File: config.mk
export PLATFORM = sky130hd
export DESIGN_NAME = l1d_mshr_file
export DESIGN_NICKNAME = d
export VERILOG_FILES = /design/src/rtl/l1d_mshr_file.sv
export SDC_FILE = /design/constraint.sdc
export NUM_CORES = 1
export LEC_CHECK = 0
export BUFFER_PORTS_ARGS = -buffer_cell sky130_fd_sc_hd__buf_4
export CELL_PAD_IN_SITES_DETAIL_PLACEMENT = 0
export CELL_PAD_IN_SITES_GLOBAL_PLACEMENT = 1
export CORE_MARGIN = 2
export CORE_UTILIZATION = 45
export CTS_BUF_LIST = sky130_fd_sc_hd__clkbuf_4
export CTS_CLUSTER_DIAMETER = 80
export DETAILED_ROUTE_END_ITERATION = 8
export PLACE_DENSITY = 0.9
export SLEW_MARGIN = 40
export SYNTH_ARGS = -nofsm -noshare
export SYNTH_HDL_FRONTEND = slang
export SYNTH_SLANG_ARGS = --single-unit
File: constraint.sdc
create_clock -name clk -period 8.3 [get_ports clk]
set_clock_uncertainty 0.2 [all_clocks]
set_input_delay 0.83 -clock clk [delete_from_list [all_inputs] [get_ports clk]]
set_output_delay 0.83 -clock clk [all_outputs]
set_load 0.03 [all_outputs]
File: src/rtl/l1d_mshr_file.sv
// -----------------------------------------------------------------------------
// l1d_mshr_file
//   State file for the L1D miss status holding registers. Every entry runs
//   through FREE -> RSVD -> REQ -> WAIT -> DONE -> FREE and keeps the line
//   address of the miss it serves.
//
//   v_free_vld      out  per-entry FREE flag offered to the pre-allocator
//   v_free_rdy      in   per-entry reservation (one-hot or multi-hot)
//   alloc_id_vld/alloc_id/alloc_id_rdy
//                        pre-allocated ID, consumed when a primary miss is taken
//   miss_vld/miss_line_addr/miss_rdy/miss_mshr_id
//                        primary miss request and the entry it was given
//   mem_req_vld/rdy/id/addr
//                        line fetch to memory, lowest-index REQ entry first
//   mem_resp_vld/id      fill response, always accepted, may be out of order
//   refill_vld/rdy/id/addr
//                        completed entry handed to the refill datapath
//   mshr_busy_num        registered count of non-FREE entries
// -----------------------------------------------------------------------------
module l1d_mshr_file #(
  parameter int L1D_MSHR_ENTRY_NUM = 4,
  parameter int L1D_MSHR_ID_WIDTH  = 2,
  parameter int LINE_ADDR_WIDTH    = 26
) (
  input  logic                          clk,
  input  logic                          rst,
  output logic [L1D_MSHR_ENTRY_NUM-1:0] v_free_vld,
  input  logic [L1D_MSHR_ENTRY_NUM-1:0] v_free_rdy,
  input  logic                          alloc_id_vld,
  input  logic [L1D_MSHR_ID_WIDTH-1:0]  alloc_id,
  output logic                          alloc_id_rdy,
  input  logic                          miss_vld,
  input  logic [LINE_ADDR_WIDTH-1:0]    miss_line_addr,
  output logic                          miss_rdy,
  output logic [L1D_MSHR_ID_WIDTH-1:0]  miss_mshr_id,
  output logic                          mem_req_vld,
  input  logic                          mem_req_rdy,
  output logic [L1D_MSHR_ID_WIDTH-1:0]  mem_req_id,
  output logic [LINE_ADDR_WIDTH-1:0]    mem_req_addr,
  input  logic                          mem_resp_vld,
  input  logic [L1D_MSHR_ID_WIDTH-1:0]  mem_resp_id,
  output logic                          refill_vld,
  input  logic                          refill_rdy,
  output logic [L1D_MSHR_ID_WIDTH-1:0]  refill_id,
  output logic [LINE_ADDR_WIDTH-1:0]    refill_addr,
  output logic [L1D_MSHR_ID_WIDTH:0]    mshr_busy_num
);

  localparam int NUM   = L1D_MSHR_ENTRY_NUM;
  localparam int ID_W  = L1D_MSHR_ID_WIDTH;
  localparam int CNT_W = L1D_MSHR_ID_WIDTH + 1;

  typedef enum logic [2:0] {
    ST_FREE = 3'd0,
    ST_RSVD = 3'd1,
    ST_REQ  = 3'd2,
    ST_WAIT = 3'd3,
    ST_DONE = 3'd4
  } ent_state_e;

  ent_state_e                 state_q   [NUM];
  ent_state_e                 state_nxt [NUM];
  logic [LINE_ADDR_WIDTH-1:0] addr_q    [NUM];
  logic [CNT_W-1:0]           busy_nxt;

  // Once a request is shown without being taken, its ID is frozen so a
  // lower-index entry entering REQ cannot swap the payload under the handshake.
  logic                       req_lock_q;
  logic [ID_W-1:0]            req_lock_id_q;

  logic                       req_any;
  logic [ID_W-1:0]            req_low;
  logic                       done_any;
  logic [ID_W-1:0]            done_low;
  logic                       match;
  logic                       miss_fire;

  always_comb begin
    v_free_vld = '0;
    for (int i = 0; i < NUM; i++) begin
      v_free_vld[i] = (state_q[i] == ST_FREE);
    end
  end

  // A miss to a line already being fetched (or waiting for refill) must stall.
  always_comb begin
    match = 1'b0;
    for (int i = 0; i < NUM; i++) begin
      if (miss_vld && (state_q[i] inside {ST_REQ, ST_WAIT, ST_DONE}) &&
          (addr_q[i] == miss_line_addr)) begin
        match = 1'b1;
      end
    end
  end

  assign miss_rdy     = alloc_id_vld && !match;
  assign alloc_id_rdy = miss_vld && !match;
  assign miss_mshr_id = alloc_id;
  assign miss_fire    = miss_vld && alloc_id_vld && !match;

  // Lowest-index search: scanning downward leaves the smallest hit last.
  always_comb begin
    req_any  = 1'b0;
    req_low  = '0;
    done_any = 1'b0;
    done_low = '0;
    for (int i = NUM - 1; i >= 0; i--) begin
      if (state_q[i] == ST_REQ) begin
        req_any = 1'b1;
        req_low = ID_W'(i);
      end
      if (state_q[i] == ST_DONE) begin
        done_any = 1'b1;
        done_low = ID_W'(i);
      end
    end
  end

  assign mem_req_vld  = req_any;
  assign mem_req_id   = req_lock_q ? req_lock_id_q : req_low;
  assign mem_req_addr = addr_q[mem_req_id];
  assign refill_vld   = done_any;
  assign refill_id    = done_low;
  assign refill_addr  = addr_q[done_low];

  // Each state has exactly one exit condition, so no entry can take two
  // transitions in one cycle while different entries advance independently.
  always_comb begin
    busy_nxt = '0;
    for (int i = 0; i < NUM; i++) begin
      state_nxt[i] = state_q[i];
      case (state_q[i])
        ST_FREE: if (v_free_rdy[i]) state_nxt[i] = ST_RSVD;
        ST_RSVD: if (miss_fire && (alloc_id == ID_W'(i))) state_nxt[i] = ST_REQ;
        ST_REQ:  if (mem_req_vld && mem_req_rdy && (mem_req_id == ID_W'(i)))
                   state_nxt[i] = ST_WAIT;
        ST_WAIT: if (mem_resp_vld && (mem_resp_id == ID_W'(i))) state_nxt[i] = ST_DONE;
        ST_DONE: if (refill_vld && refill_rdy && (refill_id == ID_W'(i)))
                   state_nxt[i] = ST_FREE;
        default: state_nxt[i] = ST_FREE;
      endcase
      if (state_nxt[i] != ST_FREE) busy_nxt = busy_nxt + CNT_W'(1);
    end
  end

  always_ff @(posedge clk) begin
    if (rst) begin
      for (int i = 0; i < NUM; i++) begin
        state_q[i] <= ST_FREE;
        addr_q[i]  <= '0;
      end
      mshr_busy_num <= '0;
      req_lock_q    <= 1'b0;
      req_lock_id_q <= '0;
    end else begin
      for (int i = 0; i < NUM; i++) begin
        state_q[i] <= state_nxt[i];
        if ((state_q[i] == ST_RSVD) && miss_fire && (alloc_id == ID_W'(i))) begin
          addr_q[i] <= miss_line_addr;
        end
      end
      mshr_busy_num <= busy_nxt;
      req_lock_q    <= mem_req_vld && !mem_req_rdy;
      req_lock_id_q <= mem_req_id;
    end
  end

endmodule

==> metrics.json <==
{
  "path_class": "reg2out",
  "multi_input_area_um2": 3950,
  "floorplan.rows": 48,
  "fmaxAchievable_ghz": 0.232,
  "endpoint": "mem_req_addr[7]",
  "die_area_um2": 18400,
  "totalWireLength_um": 22500,
  "synth.area.top_cells": "sky130_fd_sc_hd__edfxtp_1 40%, sky130_fd_sc_hd__xnor2_1 8.6%, sky130_fd_sc_hd__and2_1 8.4%, sky130_fd_sc_hd__mux4_2 7.5%, sky130_fd_sc_hd__dfxtp_1 4.6%",
  "power_density_nw_per_um2": 156,
  "die_width_um": 136,
  "total_leakage_power_nw": 3.23,
  "synth.most_common_cell": "sky130_fd_sc_hd__and2_1",
  "rsz0062_at_grt": "no",
  "drc_errors": 0,
  "hold_ws_ns": 0.271,
  "tns_ns": 0,
  "vias": 5890,
  "first_pass_grt_wire_length_um": 33900,
  "port_buffers": 109,
  "max-cap-violations": 0,
  "worst_setup_path_start_kind": "register",
  "yosys.area.top_type": "sky130_fd_sc_hd__edfxtp_1",
  "root_buffer": "sky130_fd_sc_hd__clkbuf_4",
  "cts_num_sinks": 122,
  "yosys-top-cells-count": "105 x sky130_fd_sc_hd__and2_1, 104 x sky130_fd_sc_hd__edfxtp_1, 76 x sky130_fd_sc_hd__xnor2_1",
  "cts-buffers-inserted": 17,
  "gpl.final_weighted_congestion": 0.970,
  "antenna_left": 0,
  "holdBufCountCts": 0,
  "period_needed_ns": 4.32,
  "regToRegStartpoint": "state_q[3][1]",
  "yosys_register_bits": 122,
  "synth_fp_nets": 734,
  "via_per_inst": 5.85,
  "ios": 110,
  "rr_worst_depth": 7,
  "first_global_vias": 5657,
  "maximum_number_of_pins_on_one_net_before_global_route_repair": 29,
  "cts_max_level": 4,
  "netlist-cell-type-count": 60,
  "fraction_of_registers_with_async_set_or_reset_after_synthesis": 0,
  "initial_utilization": 0.455,
  "hold_removal_path_class": "in2reg",
  "global_route.usage.total": 0.253,
  "layout-area-overhead-vs-synth_pct": 15.0,
  "max-clock-path-buffers": 2,
  "report.final.hold_viol_count": 0,
  "clk_transition_reported_paths_ns": 0.11,
  "slew_violations": 0,
  "critPathLaunch": "state_q[2][1]",
  "finalSetupViolations": 0,
  "antenna_found_initial": 1,
  "final_layout_size_suffix_gt1_frac": 0.256,
  "worst_setup_path_end_kind": "primary output",
  "synthFlopType": "sky130_fd_sc_hd__edfxtp_1",
  "synth_area_um2": 7780,
  "status": "finished, final reports clean",
  "vdd_drop_max_uv": 107,
  "drtIter0Drc": 598,
  "sequential_cell_area_um2": 3480,
  "cp_max_fo": 28,
  "worst_slew_margin": 0.459,
  "postCtsResizedCells": 0,
  "clkLatencyLatePin_ns": 0.57,
  "synth-edff-count": 104,
  "layout.nets": 812,
  "yosysSeqAreaShare": 0.448,
  "postSynthAreaPerCell_um2": 11.3,
  "grt_remaining_overflow": 0,
  "ys.warnings.count": 0,
  "post-synth-top-area-fraction": 0.401,
  "cts_tree": "done",
  "required_ns": 7.27,
  "hpwl_um": 16000,
  "firstDrtPassIters": 5,
  "fillerInstances": 1555,
  "postcts_setup_bufs": 0,
  "wl_per_cell_um": 22.3,
  "reg2reg_to": "addr_q[3][15]",
  "arrival_time_of_the_worst_setup_path_ns": 3.29,
  "worstMarginPinSlew_ns": 0.811,
  "die-height_um": 136,
  "min_period_over_period": 0.520,
  "design.core.area_um2": 17100,
  "postSynthCellCount": 690,
  "timing.reg2reg.setup_slack_ns": 4.95
}
area by class of cell:
type | count | area share
antenna | 1 | 0.000280
clock buffer | 19 | 0.0159
clock inverter | 12 | 0.0141
inverter | 11 | 0.00489
multi-input combinational | 495 | 0.441
sequential | 122 | 0.389
tap | 225 | 0.0315
timing repair buffer | 121 | 0.103
placed cells by master (no fill, tap or decap), types with 26 or more instances in the layout:
cell and instances:
sky130_fd_sc_hd__nor2_1 30, sky130_fd_sc_hd__xor2_1 31, sky130_fd_sc_hd__a22oi_1 26, sky130_fd_sc_hd__mux4_2 26, sky130_fd_sc_hd__and2_1 105, sky130_fd_sc_hd__buf_4 119
sky130_fd_sc_hd__mux2i_1 28, sky130_fd_sc_hd__edfxtp_1 104, sky130_fd_sc_hd__o21ai_0 30, sky130_fd_sc_hd__xnor2_1 76
worst min path at each step:
stage,from,end,slack [ns],depth (start not counted)
after global placement,state_q[0][1],state_q[0][1],0.39,2
after CTS,mem_req_rdy,req_lock_q,0.24,2
after global routing,mem_req_rdy,req_lock_q,0.24,2
final,mem_req_rdy,req_lock_q,0.27,2
after floorplan,state_q[0][2],state_q[0][0],0.36,3
after detailed placement,state_q[0][1],state_q[0][1],0.38,2
where the power goes:
part | total (W) | internal, W | switching [W]
Clock | 0.000421 | 0.000182 | 0.000239
Combinational | 0.000253 | 0.000100 | 0.000153
Sequential | 0.000719 | 0.000691 | 0.0000281
flip-flops by register name, indices dropped and copies added (netlist names):
name and cells:
addr_q 104, state_q 12, mshr_busy_num 3, req_lock_q 1, req_lock_id_q 2
kinds of logic after synthesis:
group                      count (synthesis)  share of synthesized area
and+or+nand+nor                          233                      0.176
DFF                                      122                      0.448
xor gates and xnor gates                 107                      0.120
AOI/OAI and AO/OA                         98                     0.0871
buffers and inverters                     73                     0.0524
muxes                                     54                      0.111
adders and majority gates                  3                    0.00482
worst max-delay path, stage by stage (launching register included):
cell and delay, ns:
sky130_fd_sc_hd__dfxtp_1 0.45, sky130_fd_sc_hd__and2b_1 0.22, sky130_fd_sc_hd__nor2b_1 0.24, sky130_fd_sc_hd__a31oi_1 0.13, sky130_fd_sc_hd__o31a_1 0.38, sky130_fd_sc_hd__inv_4 0.46
sky130_fd_sc_hd__mux4_2 0.63, sky130_fd_sc_hd__buf_4 0.19
per-layer routing:
metal  share of wire  track usage  wire length [µm]  vias to the layer above
met5               0            0                 0                        -
met2            0.47        0.396             10600                      296
met3           0.093       0.0632              2090                       40
li1                -            -                 -                     2659
met1            0.41        0.339              9150                     2895
met4           0.028       0.0972               634                        0
stage by stage:
step	area [µm²]	power, W	utilization	instances	setup slack (ns)
after floorplan	7780	0.000892	-	690	3.89
after global placement	8630	0.000982	0.504	970	4.55
after detailed placement	8670	0.000985	0.507	973	4.59
after CTS	8940	0.00139	0.522	1004	3.95
after global routing	8950	0.00144	0.523	1006	3.82
final	8950	0.00139	0.523	1006	3.98
Note: power is estimated with default switching activity, not from simulation.
